$ cat src/rtl/anode_scan_driver.sv
// anode_scan_driver: drives an 8-digit common-anode seven-segment display.
// The asynchronous digit select is synchronised and debounced. Each accepted
// digit change is followed by an all-dark blank interval. Display data is
// double-buffered so that a newly loaded frame only takes effect when the scan
// next enters digit 0.
module anode_scan_driver #(
   parameter int BLANK_CYCLES = 1000
) (
   input  logic        clk,
   input  logic        reset,
   input  logic [2:0]  select,
   input  logic        load,
   input  logic [31:0] digits_in,
   input  logic [7:0]  dp_in,
   input  logic [7:0]  enable_in,
   input  logic        lz_blank,
   output logic [7:0]  anode,
   output logic [6:0]  seg,
   output logic        dp,
   output logic        frame_start,
   output logic        pending
);

   localparam int CW = $clog2(BLANK_CYCLES) + 1;
   localparam logic [CW-1:0] CNT_LAST = CW'(BLANK_CYCLES - 1);

   typedef enum logic {
      ST_BLANK = 1'b0,
      ST_DRIVE = 1'b1
   } state_t;

   state_t        state, state_nxt;
   logic [2:0]    s1, s2, s3;
   logic [2:0]    cur_digit;
   logic [CW-1:0] blank_cnt;
   logic          armed;
   logic          accept, commit;
   logic [31:0]   active_digits, pending_digits;
   logic [7:0]    active_dp, pending_dp;
   logic [7:0]    upper_zero;
   logic          lz_hit, lit;
   logic [3:0]    nibble;
   logic [7:0]    anode_nxt;
   logic [6:0]    seg_nxt;
   logic          dp_nxt;

   // Active-low g..a pattern for one hex digit
   function automatic logic [6:0] hex_to_seg(input logic [3:0] h);
      case (h)
         4'h0: hex_to_seg = 7'b1000000;
         4'h1: hex_to_seg = 7'b1111001;
         4'h2: hex_to_seg = 7'b0100100;
         4'h3: hex_to_seg = 7'b0110000;
         4'h4: hex_to_seg = 7'b0011001;
         4'h5: hex_to_seg = 7'b0010010;
         4'h6: hex_to_seg = 7'b0000010;
         4'h7: hex_to_seg = 7'b1111000;
         4'h8: hex_to_seg = 7'b0000000;
         4'h9: hex_to_seg = 7'b0010000;
         4'hA: hex_to_seg = 7'b0001000;
         4'hB: hex_to_seg = 7'b0000011;
         4'hC: hex_to_seg = 7'b1000110;
         4'hD: hex_to_seg = 7'b0100001;
         4'hE: hex_to_seg = 7'b0000110;
         default: hex_to_seg = 7'b0001110;
      endcase
   endfunction

   // A select value is taken only once it has been seen on two consecutive
   // synchronised samples, so a one-cycle glitch never reaches s2==s3.
   assign accept = (s2 == s3) && (s2 != cur_digit);
   assign commit = accept && (s2 == 3'd0) && pending;

   // Three-stage select synchroniser
   always_ff @(posedge clk or posedge reset) begin
      if (reset) begin
         s1 <= 3'd0;
         s2 <= 3'd0;
         s3 <= 3'd0;
      end else begin
         s1 <= select;
         s2 <= s2 == s2 ? s1 : s1;
         s3 <= s2;
      end
   end

   // Current digit, blank counter and the "seen a real digit" flag.
   // The flag keeps the display dark after reset until a genuine select
   // change has been accepted, since cur_digit=0 only mirrors reset.
   always_ff @(posedge clk or posedge reset) begin
      if (reset) begin
         cur_digit <= 3'd0;
         blank_cnt <= '0;
         armed     <= 1'b0;
      end else if (accept) begin
         cur_digit <= s2;
         blank_cnt <= '0;
         armed     <= 1'b1;
      end else if (state == ST_BLANK && blank_cnt != CNT_LAST) begin
         blank_cnt <= blank_cnt + 1'b1;
      end
   end

   // FSM state register
   always_ff @(posedge clk or posedge reset) begin
      if (reset) state <= ST_BLANK;
      else       state <= state_nxt;
   end

   // FSM next state: an acceptance always wins over leaving BLANK
   always_comb begin
      state_nxt = state;
      case (state)
         ST_BLANK: begin
            if (accept)                              state_nxt = ST_BLANK;
            else if (armed && blank_cnt == CNT_LAST) state_nxt = ST_DRIVE;
         end
         ST_DRIVE: begin
            if (accept) state_nxt = ST_BLANK;
         end
         default: state_nxt = ST_BLANK;
      endcase
   end

   // Double buffer: commit copies the old pending frame before a same-cycle
   // load overwrites it, so the new load stays pending.
   always_ff @(posedge clk or posedge reset) begin
      if (reset) begin
         active_digits  <= 32'd0;
         active_dp      <= 8'd0;
         pending_digits <= 32'd0;
         pending_dp     <= 8'd0;
         pending        <= 1'b0;
         frame_start    <= 1'b0;
      end else begin
         if (commit) begin
            active_digits <= pending_digits;
            active_dp     <= pending_dp;
         end
         if (load) begin
            pending_digits <= digits_in;
            pending_dp     <= dp_in;
         end
         if (load)        pending <= 1'b1;
         else if (commit) pending <= 1'b0;
         frame_start <= commit;
      end
   end

   // Leading-zero map: bit i set when nibbles i..7 of the active frame are all 0
   always_comb begin
      upper_zero = 8'd0;
      for (int i = 0; i < 8; i++)
         upper_zero[i] = ((active_digits >> (4 * i)) == 32'd0);
   end

   assign nibble = active_digits[{cur_digit, 2'b00} +: 4];
   assign lz_hit = lz_blank && (cur_digit != 3'd0) && upper_zero[cur_digit];
   assign lit    = enable_in[cur_digit] && !lz_hit;

   // FSM output decode (next values of the registered display drive)
   always_comb begin
      anode_nxt = 8'hFF;
      seg_nxt   = 7'h7F;
      dp_nxt    = 1'b1;
      if (state == ST_DRIVE && lit) begin
         anode_nxt = ~(8'd1 << cur_digit);
         seg_nxt   = hex_to_seg(nibble);
         dp_nxt    = ~active_dp[cur_digit];
      end
   end

   // Registered display drive; reset darkens it immediately
   always_ff @(posedge clk or posedge reset) begin
      if (reset) begin
         anode <= 8'hFF;
         seg   <= 7'h7F;
         dp    <= 1'b1;
      end else begin
         anode <= anode_nxt;
         seg   <= seg_nxt;
         dp    <= dp_nxt;
      end
   end

endmodule
$ cat config.mk
export PLATFORM = sky130hd
export DESIGN_NAME = anode_scan_driver
export DESIGN_NICKNAME = d
export VERILOG_FILES = /design/src/rtl/anode_scan_driver.sv
export SDC_FILE = /design/constraint.sdc
export NUM_CORES = 1
export LEC_CHECK = 0
export ABC_AREA = 1
export BUFFER_PORTS_ARGS = -buffer_cell sky130_fd_sc_hd__buf_2
export CORE_AREA = 2 2 124 126
export DETAILED_ROUTE_END_ITERATION = 10
export DIE_AREA = 0 0 126 128
export PLACE_DENSITY = 0.66
export SETUP_SLACK_MARGIN = 0.2
export SKIP_LAST_GASP = 1
export SLEW_MARGIN = 10
export SYNTH_ARGS = -nofsm -noshare
export SYNTH_HDL_FRONTEND = slang
export SYNTH_SLANG_ARGS = --single-unit
$ cat constraint.sdc
create_clock -name clk -period 4.65 [get_ports clk]
set_clock_uncertainty 0.2 [all_clocks]
set_input_delay 0 -clock clk [delete_from_list [all_inputs] [get_ports clk]]
set_output_delay 0 -clock clk [all_outputs]
set_load 0.02 [all_outputs]
Yosys cells after proc, flatten, opt, wreduce, memory -nomap -nowiden
Memory sizes are Yosys's and may differ from the RTL's.
Index checks and enable logic that the tools add are counted.
{ "word_totals": {"romBits": 112, "regBits": 123, "word_cells": 67, "mem_count": 1, "output_inout_bits": 18} }
{ "classes": {"mux": 17, "n_lt_le_gt_ge": 1, "add_sub_neg": 1, "n_bitwise": 3, "reduce_logical": 22, "eq_ne": 4, "n_shift": 2} }
{ "memory_table": {"columns": ["memory", "words", "width", "rd", "rd_clocked_by_memory_dff", "write_ports", "line", "text"], "rows": [
  ["(name not given)", 16, 7, 1, 0, 0, "49", "case (h)"]
]} }
{ "ops": {"columns": ["operator", "n"], "rows": [
  ["32-bit logical NOT", 8],
  ["32-bit by 6-bit indexed part select with 4-bit output", 1],
  ["11-bit two-way mux", 2],
  ["11-bit by 1-bit adder with 11-bit output, second input constant", 1],
  ["11-bit by 10-bit == test with 1-bit output, second input constant", 1],
  ["11-bit by 10-bit inequality test with 1-bit output, second input constant", 1],
  ["1-bit binary-select mux with 3-bit select", 3],
  ["1-bit logical AND", 9],
  ["1-bit two-way mux", 9],
  ["8-bit two-way mux", 1],
  ["8-bit inverter", 1],
  ["1-bit by 3-bit << shifter with 8-bit output, first input constant", 1],
  ["7-bit two-way mux", 1],
  ["3-bit by 4-bit < comparator with 1-bit output, second input constant", 1],
  ["2-bit nonzero test", 2],
  ["3-bit == test", 1],
  ["3-bit logical NOT", 1],
  ["3-bit inequality test", 1],
  ["3-bit nonzero test", 1],
  ["1-bit inverter", 2],
  ["1-bit one-hot mux with 2 select lines", 1],
  ["1-bit logical NOT", 1]
]} }

Depth between registers and ports, before layout
Gate-level depths: netlist (run 1).
{ "depth": {"word_depth": 8, "mapped_depth": 16, "mapped_depth_nobuf": 14} }

Worst setup path after synthesis (run 1)
Ideal clock, no wire load.
{ "synth_timing": {"path_type": "register to register", "startpoint": "register cur_digit[0]", "endpoint": "register seg[3]", "required_time_ns": 4.373, "path_stages_with_launch": 17, "slack_ns": 2.597, "n_path_buf": 3, "arrival_ns": 1.777, "path_cell_list": "dfrtp_1 > buf_4 > buf_4 > buf_6 > nand2_1 > nand2_1 > nand2_1 > nand3_1 > nand2_1 > inv_1 > ha_1 > nand3_1 > nand2_1 > nand2_1 > nand2_1 > inv_1 > nand2_1"} }
{ "synth_via": {"elab_chain_len": 7} }
{ "synth_lines": {"columns": ["item", "line", "text"], "rows": [
  ["from (decl)", "34", "logic [2:0] cur_digit;"],
  ["from (signal assigned)", "92", "cur_digit <= 3'd0;"],
  ["from (signal assigned)", "96", "cur_digit <= s2;"],
  ["branches (longest 6 deep; another with memory read 16 x 7 bit)", null, null],
  ["7-bit two-way mux (*)", "166", "if (state == ST_DRIVE && lit) begin"],
  ["named net seg_nxt[3]", "44", "logic [6:0] seg_nxt;"],
  ["to (signal assigned)", "181", "seg <= seg_nxt;"],
  ["to (decl)", "18", "output logic [6:0] seg,"]
]} }
Mark *: on every way through the listed nets, which the timed path passes. The select of a mux whose other input is x is not followed.
A chain may end at the register's enable or synchronous reset.

Final worst setup path (run 1)
{ "layout_timing": {"startpoint": "register cur_digit[0]", "endpoint": "register seg[2]"} }
Same word-level chain as after synthesis.

==> run metrics, run 1 <==
status=finished, final reports clean; Slew headroom=34.94%; clk slew on worst S/H paths=0.05 ns; Cells after Synth=737; ys async rst share=100.0%; final number of max-transition violations=0; DIE WIDTH=126 um; Startpoint Class=register; share of cells above drive strength 1=14.77%; Max Root-Sink Buffers=2; critical path required time=4.79 ns; Initial DRC Count=342; flops & latches, synth=123; vias in the first global route=4,841; pin count of the biggest net entering global routing=79; initial antenna violation count=0; Synth-to-Final Area Change=31.55%; clk root buf=clkbuf_16; worst path cell trace=inv_2 > nand2_1 > nor2_1 > nor2_1 > nand2_1 > nand2_1 > nand2_1 > nor2_1 > and2_1 > nand2_1; DP Worst Slack=1.754 ns; DR vias/cell=4.678; syn_area_per_cell=7.862 sq um; Final Hold Vio Count=0; detailed placer's ending HPWL=8576 um; kind of critical path=register to register; total gr overflow=0; Clock Sinks=123; IO Count=73; # setup viols final=0; Max IR drop VDD=0.2867 mV; core area=14,860 sq um; most used cell, CP=nand2_1; RePlAce Congestion=0.9088; first-pass GRT wire length=23,310 um; Placed Cells=965; Crit path largest cell delay=0.91 ns; via count=5,062; die area=16,130 sq um; fin crit share=62.85%; Ant. Diodes=0; Max-Cap Viols=0; top_reg_cell synth=dfrtp_1; Final Routed Wirelength=13,560 um; Post-Syn Area=5794 sq um; RSZ-0062 raised after global routing=no; CP Data Arrival Time=3.06 ns; Finished Cell Area=7622 sq um; mean routed wirelength per cell=12.53 um; Site Rows=45; Tmin final=2.922 ns; number of synthesized flops with an enable pin=0; GRT Util Overall=18.09%; pwr dens=458.5 nW/um^2; IO Port Bufs=72; CTS buffer count=17; crit path max fanout=29; PostCTS Resize Cnt=0; htree depth=4; Final ANT Viol Nets=0; CP endpoint kind=register; hold crit path type=input pin to register; P_leak=3.912 nW; drt drc=0; worst slew pin tran=0.9759 ns; yosys warns=0; Final WS setup=1.728 ns; CTS tree=yes; Clk Latency, worst-skew pair=0.42 ns; Post-Place Cell Area=6216 sq um; hold slack=0.02868 ns; DIE HEIGHT=128 um; CP max stage cell=dfrtp_1; TNS Setup=0 ns; nets=943; post-synthesis sequential area ratio=53.47%; Initial Util=38.98%; f_max=0.3422 GHz; Net Count, Synth=799; TritonRoute pass-1 iters=4; Cell variety after synth=28; final std cells w/o fill=1,082
[worst max-delay path, delay by kind of cell, from the launching register on]
family	cells	cell delay, ns
simple gates	9	1.40
buf+inv	1	0.32
flops	1	0.91
[path summary, 6_finish.rpt]
kind / from / endpoint / slack (ns) / cells past startpoint
setup / recovery: cur_digit[0] / seg[2] / 1.73 / 10
hold / removal: select[0] / s1[0] / 0.03 / 2
setup reg to reg: cur_digit[0] / seg[2] / 1.73 / 10
hold reg to reg: s1[2] / s2[2] / 0.15 / 0
max in group asynchronous: reset / anode[3] / 3.00 / 4
min in group asynchronous: reset / s2[0] / 0.13 / 3
[routing by layer]
metal / up-vias / part of all wire [%] / track usage [%]
li1: 2605 / - / -
met1: 2337 / 48 / 24.55
met2: 105 / 46 / 27.70
met3: 15 / 4.7 / 5.050
met4: 0 / 1.3 / 6.981
met5: - / 0 / 0
[cell usage in the layout (no fill, tap or decap), types with 15 or more instances in the layout]
master | synthesis | final
inv_1 | 30 | 29
buf_2 | 9 | 72
clkbuf_16 | 0 | 17
nand2_1 | 360 | 360
nand3_1 | 71 | 71
dlygate4sd3_1 | 0 | 85
nor2_1 | 47 | 47
dfrtp_1 | 107 | 107
dfstp_2 | 16 | 16
o21ai_0 | 15 | 15
[Yosys cell counts, types with 2 or more instances]
library cell / count / area share [%]
clkbuf_1: 15 / 0.97
buf_6: 5 / 0.97
a21oi_1: 7 / 0.60
nand4_1: 13 / 1.4
inv_1: 30 / 1.9
dfstp_2: 16 / 7.3
xnor2_1: 2 / 0.30
inv_2: 2 / 0.13
nand2_1: 360 / 23
o21ai_0: 15 / 1.3
buf_4: 6 / 0.78
ha_1: 7 / 1.5
o311ai_0: 2 / 0.30
nor2_1: 47 / 3.0
nand3_1: 71 / 6.1
nor3_1: 5 / 0.43
xor2_1: 5 / 0.76
o22ai_1: 4 / 0.43
buf_2: 9 / 0.78
dfrtp_1: 107 / 46
nand2_4: 2 / 0.39
[metrics by stage]
step | utilization (%) | power (mW)
final | 51.28 | 3.495
after global routing | 51.28 | 3.750
after CTS | 51.28 | 3.525
after detailed placement | 41.82 | 2.235
after global placement | 41.82 | 2.222
after floorplan | - | 2.038
[final cells by class]
cell class,count,area [sq um]
Inverter,32,122.6
Fill cell,1433,7242
Clock inverter,12,98.84
Clock buffer,20,456.7
Sequential cell,123,3098
Tap cell,188,235.2
Timing Repair Buffer,161,1241
Multi-Input combinational cell,546,2370
[what timing repair did]
| action | CTS | global route |
|---|---|---|
| setup endpoints to repair | 0 | 0 |
| hold endpoints to repair | 126 | 0 |
| hold buffers | 85 | 0 |
| setup buffers | 0 | 0 |
[state kept, by name, indices dropped and copies added, names as in the netlist, 7 cells and up]
name	count
active_digits	32
active_dp	8
anode	8
blank_cnt	11
pending_digits	32
pending_dp	8
seg	7
[kinds of logic after synthesis]
| family | Yosys count | share of synthesized area (%) |
|---|---|---|
| adders and majority gates | 7 | 1.511 |
| DFF | 123 | 53.47 |
| xor gates and xnor gates | 7 | 1.058 |
| buffers and inverters | 68 | 5.636 |
| AOI/OAI and AO/OA | 29 | 2.785 |
| and+or+nand+nor | 503 | 35.54 |
[report_power, final]
part	internal (mW)	total (mW)	switching [mW]
combinational	0.326	0.853	0.527
sequential	1.24	1.42	0.189
clock	0.756	1.22	0.462
No activity file was read; power rests on OpenSTA's default activity.
==> run 2: changes to the inputs <==
ABC_AREA = 0   (was 1)
CORE_AREA = 2 2 121 123   (was 2 2 124 126)
DIE_AREA = 0 0 123 125   (was 0 0 126 128)
PLACE_DENSITY = 0.68   (was 0.66)
clock period = 2.6 ns   (was 4.65 ns; I/O delays follow)
==> run 2 against run 1 <==
Non-clock buffer count fell by 8. Critical path depth fell by 2. Register-to-register slack got worse by 1.4 ns. Final cell count fell by 32%.
==> run metrics, run 2 <==
Synth area leaders=dfrtp_1 48%, mux2_4 9.8%, mux2_2 9.4%, dfstp_2 7.6%, mux4_2 3.3%; r2r worst-path depth=8 (-2); RR Startpoint=cur_digit[0]; NetSw=1.941 mW (+65%); RSZ-0062 raised after global routing=no; CTS buffer count=17 (unchanged); RePlAce Congestion=0.8635 (-5.0%); area taken by multi-input logic gates=2333 sq um (-1.5%); Clk Latency, worst-skew pair=0.41 ns (about the same); Max Root-Sink Buffers=2 (unchanged); top flop regs=active_digits x32, pending_digits x32, blank_cnt x11; DIE HEIGHT=125 um (-2.3%); Sequential Area=3100 sq um (about the same); top_reg_cell synth=dfrtp_1; DR vias/cell=5.027 (+7.5%); DIE WIDTH=123 um (-2.4%); critical path required time=2.72 ns (-2.07 ns); CP Data Arrival Time=2.42 ns (-0.64 ns); P_leak=3.412 nW (-13%); Post-Syn Area=5527 sq um (-4.6%); depth of the worst hold-timing path=2 (unchanged); area share of the largest cell type after synthesis=48.45% (+2.2 points); GRT Util Overall=16.03% (-2.1 points); Synth-to-Final Area Change=34.53%; hold crit path type=input pin to register; Final WS setup=0.3008 ns (-1.427 ns); Final Routed Wirelength=11,640 um (-14%); post-synthesis sequential area ratio=56.06% (+2.6 points); via count=3,715 (-27%); DP Worst Slack=-0.1270 ns (-1.881 ns); core area=14,200 sq um (-4.4%); Final Hold Vio Count=0 (unchanged); drt drc=0 (unchanged); die area=15,380 sq um (-4.7%); total gr overflow=0 (unchanged); status=finished, final reports clean; fin util=52.34% (+1.1 points); ys async rst share=100.0% (unchanged); Switching Fraction=28.88% (-4.8 points); worst slew pin tran=0.9244 ns (-0.05157 ns); kind of critical path=register to register; Initial Util=38.91% (-0.072 points); count leader, synth=dfrtp_1; Net Count, Synth=452 (-43%); initial antenna violation count=0 (unchanged); share of cells above drive strength 1=46.13% (+31 points); syn_area_per_cell=14.17 sq um (+80%); Initial DRC Count=307 (-10%); Crit path largest cell delay=0.53 ns (-0.38 ns); Ant. Diodes=0 (unchanged); clk slew on worst S/H paths=0.05 ns (about the same); TNS Setup=0 ns (unchanged); first-pass GRT wire length=19,140 um (-18%); number of buffers and inverters on the critical path=2 (+1); final number of max-transition violations=0 (unchanged); Cell variety after synth=48 (+71%); pwr dens=904.1 nW/um^2 (+97%); vias in the first global route=3,765 (-22%); Cells after Synth=390 (-47%); yosys warns=0 (unchanged); # setup viols final=0 (unchanged); IO Count=73 (unchanged); Flop pwr share=37.6% (-3.2 points); Final ANT Viol Nets=0 (unchanged); Slew headroom=38.38% (+3.4 points); Comb power frac=28.5% (+4.1 points); nets=604 (-36%); CP endpoint kind=register; clk root buf=clkbuf_16; fin crit share=88.43% (+26 points); Pint=4.780 mW (+110%); flops & latches, synth=123 (unchanged); CP max stage cell=mux4_2; worst path cell trace=buf_12 > mux4_2 > mux2i_4 > inv_1 > ha_2 > a31oi_1 > mux2_2 > a32oi_1; TritonRoute pass-1 iters=4 (unchanged); pin count of the biggest net entering global routing=72 (-8.9%); worst hold start=select[1]; Max IR drop VDD=0.4958 mV (+73%); Worst R2R Setup Slack=0.30 ns (-1.43 ns); CTS tree=yes; r2r endpoint=seg[0]; number of synthesized flops with an enable pin=0 (unchanged); crit path max fanout=8 (-72%); Fillers=1,207 (-16%); f_max=0.4349 GHz (+27%); Min-Delay Endpoint=s1[1]; Tmin final=2.299 ns (-0.6232 ns); cell taking the most area after synthesis=dfrtp_1; most frequent cells in the layout=105 x dfrtp_1, 72 x buf_2, 46 x mux2_2, 46 x dlygate4sd3_1, 36 x mux2_4; IO Port Bufs=72 (unchanged); Top delay family on crit path=multiplexers; Clock Sinks=123 (unchanged); clock network fraction of total power=33.9% (-0.9 points); detailed placer's ending HPWL=7901 um (-7.9%); mean routed wirelength per cell=15.76 um (+26%); htree depth=4 (unchanged); Max-Cap Viols=0 (unchanged); Site Rows=44 (-2.2%); top cells by count, synth=107 x dfrtp_1, 46 x mux2_2, 36 x mux2_4; commonest non-fill, non-tap cell in the layout=dfrtp_1; Startpoint Class=register
-- run 2: cell count changes in the layout (fill, tap and decap cells not counted), sizes merged, moves of 8 or more --
cell         previous run  this run
nand2                 362        20
buf                    76       105
nand3                  71        16
nor4                    0         9
o21ai                  16         2
mux2                    0        85
inv                    32         7
nand4                  13         2
dlygate4sd3            85        46
mux2i                   0        12
nor2                   48        17
mux4                    0         8
-- run 2: worst max-delay path by stage --
stage / slack [ns] / startpoint / to / depth (start not counted)
after floorplan: 0.24 / cur_digit[0] / seg[0] / 9
after global placement: -0.02 / cur_digit[0] / seg[2] / 6
after detailed placement: -0.13 / cur_digit[0] / seg[2] / 6
after CTS: 0.20 / cur_digit[0] / active_dp[2] / 7
after global routing: 0.19 / cur_digit[0] / seg[5] / 7
final: 0.30 / cur_digit[0] / seg[0] / 8
-- run 2: logic make-up (layout without fill, tap and decap cells) --
| kind of cell | count (synthesis) | after routing | share of synthesized area, % |
|---|---|---|---|
| compound gates | 29 | 29 | 4.076 |
| xor+xnor | 14 | 14 | 2.219 |
| fa+ha+maj | 7 | 7 | 1.585 |
| buf+inv | 28 | 193 | 2.875 |
| flops | 123 | 123 | 56.06 |
| mux | 105 | 105 | 25.20 |
| simple gates | 84 | 84 | 7.992 |
-- run 2: stage by stage --
| step | hold slack [ns] | area, sq um | std cells | total power, mW |
|---|---|---|---|---|
| CTS | 0.01087 | 7279 | 725 | 6.602 |
| global route | 0.04312 | 7435 | 739 | 7.053 |
| floorplan | -0.1686 | 5547 | 390 | 3.692 |
| finish | 0.03008 | 7435 | 739 | 6.722 |
| detailed placement | -0.1188 | 6158 | 641 | 4.118 |
| global placement | -0.1249 | 6158 | 641 | 4.048 |
-- run 2: power groups by stage --
stage               clock network [mW]  registers [mW]  logic (mW)
floorplan                            0            2.41        1.28
CTS                               2.32            2.52        1.77
detailed placement                   0            2.54        1.58
global placement                     0            2.52        1.52
global route                      2.41            2.57        2.07
finish                            2.28            2.53        1.92
-- run 2: repair_timing --
item | in CTS | in global routing
resized for setup | 4 | 8
gates cloned | 1 | 1
setup endpoints to repair | 16 | 37
hold buffers | 46 | 0
setup buffers | 5 | 13
pin swaps | 0 | 1
endpoints found under the hold margin | 151 | 0
-- run 2: area by class of cell --
type | instances | area share, %
clock inverters | 8 | 1.229
well taps | 184 | 3.097
flip-flops and latches | 123 | 41.70
clock buffers | 24 | 6.479
multi-input cells | 239 | 31.39
repair buffers | 153 | 15.65
inverters | 8 | 0.4544
-- run 2: routing by layer --
layer,track usage [%],wire length [um],vias up
li1,-,-,1725
met1,21.59,5277,1882
met2,24.86,5627,92
met3,3.832,549,16
met4,6.618,189,0
met5,0,0,-
==> run 3: changes to the inputs <==
CTS_CLUSTER_SIZE = 14   (was unset)
PLACE_DENSITY = 0.66   (was 0.68)
clock period = 2.9 ns   (was 2.6 ns; I/O delays follow)
==> run 3 against run 2 <==
Power decreased by 18%. Count of clock-buffer cells in the layout rose by 1. Hold slack improved by 0.0049 ns. Fmax down 9.0%. Flip-flop and latch count unchanged. Utilization shrank 2.6 points. Die area is the same.
==> run metrics, run 3 (synthesis gave the netlist of run 2 again) <==
status=finished, final reports clean; Clock Sinks=123 (unchanged); metal2 WL=5500 um (-2.3%); P_leak=3.242 nW (-5.0%); CTS tree=yes; crit path max fanout=29 (+21); clk slew on worst S/H paths=0.05 ns (about the same); DR vias/cell=5.064 (+0.73%); Post-Place Cell Area=6090 sq um (-1.1%); Tmin final=2.527 ns (+0.2282 ns); detailed placer's ending HPWL=7933 um (+0.41%); depth of the worst hold-timing path=2 (unchanged); Worst R2R Setup Slack=0.37 ns (+0.07 ns); DIE WIDTH=123 um (unchanged); worst slew pin tran=0.9068 ns (-0.01758 ns); CP Data Arrival Time=2.63 ns (+0.21 ns); # setup viols final=0 (unchanged); Startpoint Class=register; Max IR drop VDD=0.2922 mV (-41%); met1 WL=5197 um (-1.5%); pwr dens=781.6 nW/um^2 (-14%); top flop regs=active_digits x32, pending_digits x32, blank_cnt x11; Clk Latency, worst-skew pair=0.41 ns (about the same); TNS Setup=0 ns (unchanged); Initial Util=38.91% (unchanged); IO Count=73 (unchanged); clk root buf=clkbuf_16; kind of critical path=register to register; RR Startpoint=cur_digit[0]; r2r endpoint=seg[0]; fin util=49.79% (-2.6 points); TritonRoute pass-1 iters=4 (unchanged); IO Port Bufs=72 (unchanged); via count=3,580 (-3.6%); worst hold start=select[0]; RSZ-0062 raised after global routing=no; Ant. Diodes=0 (unchanged); Final Routed Wirelength=11,460 um (-1.6%); commonest non-fill, non-tap cell in the layout=dfrtp_1; Fillers=1,224 (+1.4%); Initial DRC Count=231 (-25%); Met3 Wirelength=548 um (-0.18%); Final ANT Viol Nets=0 (unchanged); htree depth=4 (unchanged); hold slack=0.03502 ns (+0.004946 ns); Crit path largest cell delay=0.52 ns (about the same); Slew headroom=39.55% (+1.2 points); drt drc=0 (unchanged); Site Rows=44 (unchanged); Max Root-Sink Buffers=2 (unchanged); hold crit path type=input pin to register; pin count of the biggest net entering global routing=73 (+1.4%); first-pass GRT wire length=19,270 um (+0.68%); DIE HEIGHT=125 um (unchanged); mean routed wirelength per cell=16.21 um (+2.9%); Synth-to-Final Area Change=27.96%; final number of max-transition violations=0 (unchanged); nets=576 (-4.6%); Top delay family on crit path=multiplexers; r2r worst-path depth=8 (unchanged); core area=14,200 sq um (unchanged); number of buffers and inverters on the critical path=2 (unchanged); Final Hold Vio Count=0 (unchanged); CTS buffer count=17 (unchanged); initial antenna violation count=0 (unchanged); Max-Cap Viols=0 (unchanged); critical path required time=3.00 ns (+0.28 ns); worst path cell trace=buf_12 > mux4_2 > mux2i_1 > inv_1 > ha_1 > a31oi_1 > mux2_2 > a32oi_1; total gr overflow=0 (unchanged); CP max stage cell=mux4_2; f_max=0.3957 GHz (-9.0%); die area=15,380 sq um (unchanged); area taken by multi-input logic gates=2290 sq um (-1.9%); Finished Cell Area=7072 sq um (-4.9%); vias in the first global route=3,690 (-2.0%); Sequential Area=3099 sq um (about the same); fin crit share=87.15% (-1.3 points); Min-Delay Endpoint=s1[0]; GRT Util Overall=16.41% (+0.37 points); Final Power=5.528 mW (-18%); CP endpoint kind=register; top layer in use=met4; RePlAce Congestion=0.8176 (-5.3%); share of cells above drive strength 1=41.68% (-4.4 points); most frequent cells in the layout=106 x dfrtp_1, 72 x buf_2, 46 x mux2_2, 45 x dlygate4sd3_1, 36 x mux2_4
[run 3: metal layers]
layer  vias to the layer above  track usage, %
met2                        85           25.54
met1                      1806           21.87
met3                        14           4.243
met5                         -               0
met4                         0           6.618
li1                       1675               -
[run 3: where the power goes]
| group | internal (mW) | total [mW] | switching (mW) |
|---|---|---|---|
| Combinational | 0.772 | 1.43 | 0.655 |
| Sequential | 1.99 | 2.27 | 0.277 |
| Clock | 1.15 | 1.83 | 0.673 |
| Total | 3.92 | 5.53 | 1.61 |
[run 3: worst max-delay path by stage]
| stage | startpoint | to | slack (ns) | cells past startpoint |
|---|---|---|---|---|
| 2_1_floorplan | cur_digit[0] | seg[0] | 0.42 | 9 |
| 3_3_place_gp | cur_digit[0] | seg[2] | 0.28 | 6 |
| 3_5_place_dp | cur_digit[1] | seg[3] | 0.1 | 4 |
| 4_1_cts | cur_digit[0] | seg[0] | 0.33 | 8 |
| 5_1_grt | cur_digit[0] | seg[0] | 0.22 | 8 |
| 6_report | cur_digit[0] | seg[0] | 0.37 | 8 |
[run 3: repair_timing]
| action | CTS | global route |
|---|---|---|
| hold buffers | 45 | 0 |
| hold endpoints to repair | 76 | 0 |
| gates resized for setup | 2 | 2 |
| buffers inserted | 0 | 0 |
| setup endpoints to repair | 5 | 2 |
[run 3: through the flow]
step	worst slack (ns)	cells
after floorplan	0.4153	390
after global placement	0.2828	634
after detailed placement	0.09602	634
after CTS	0.3321	707
after global routing	0.2228	707
final	0.3727	707
[run 3: cell type report]
type / count / share of cell area (%)
Tap cell: 184 / 3.255
Multi-Input combinational cell: 239 / 32.38
Timing Repair Buffer: 125 / 12.85
Clock buffer: 25 / 7.006
Clock inverter: 3 / 0.2123
Sequential cell: 123 / 43.83
Inverter: 8 / 0.4777
[run 3: worst reg2reg max path, delay by kind of cell (launching register included)]
family | cells | cell delay [ns]
adders and majority gates | 1 | 0.27
AOI/OAI and AO/OA | 2 | 0.21
buffers and inverters | 2 | 0.35
DFF | 1 | 0.38
muxes | 3 | 1.01
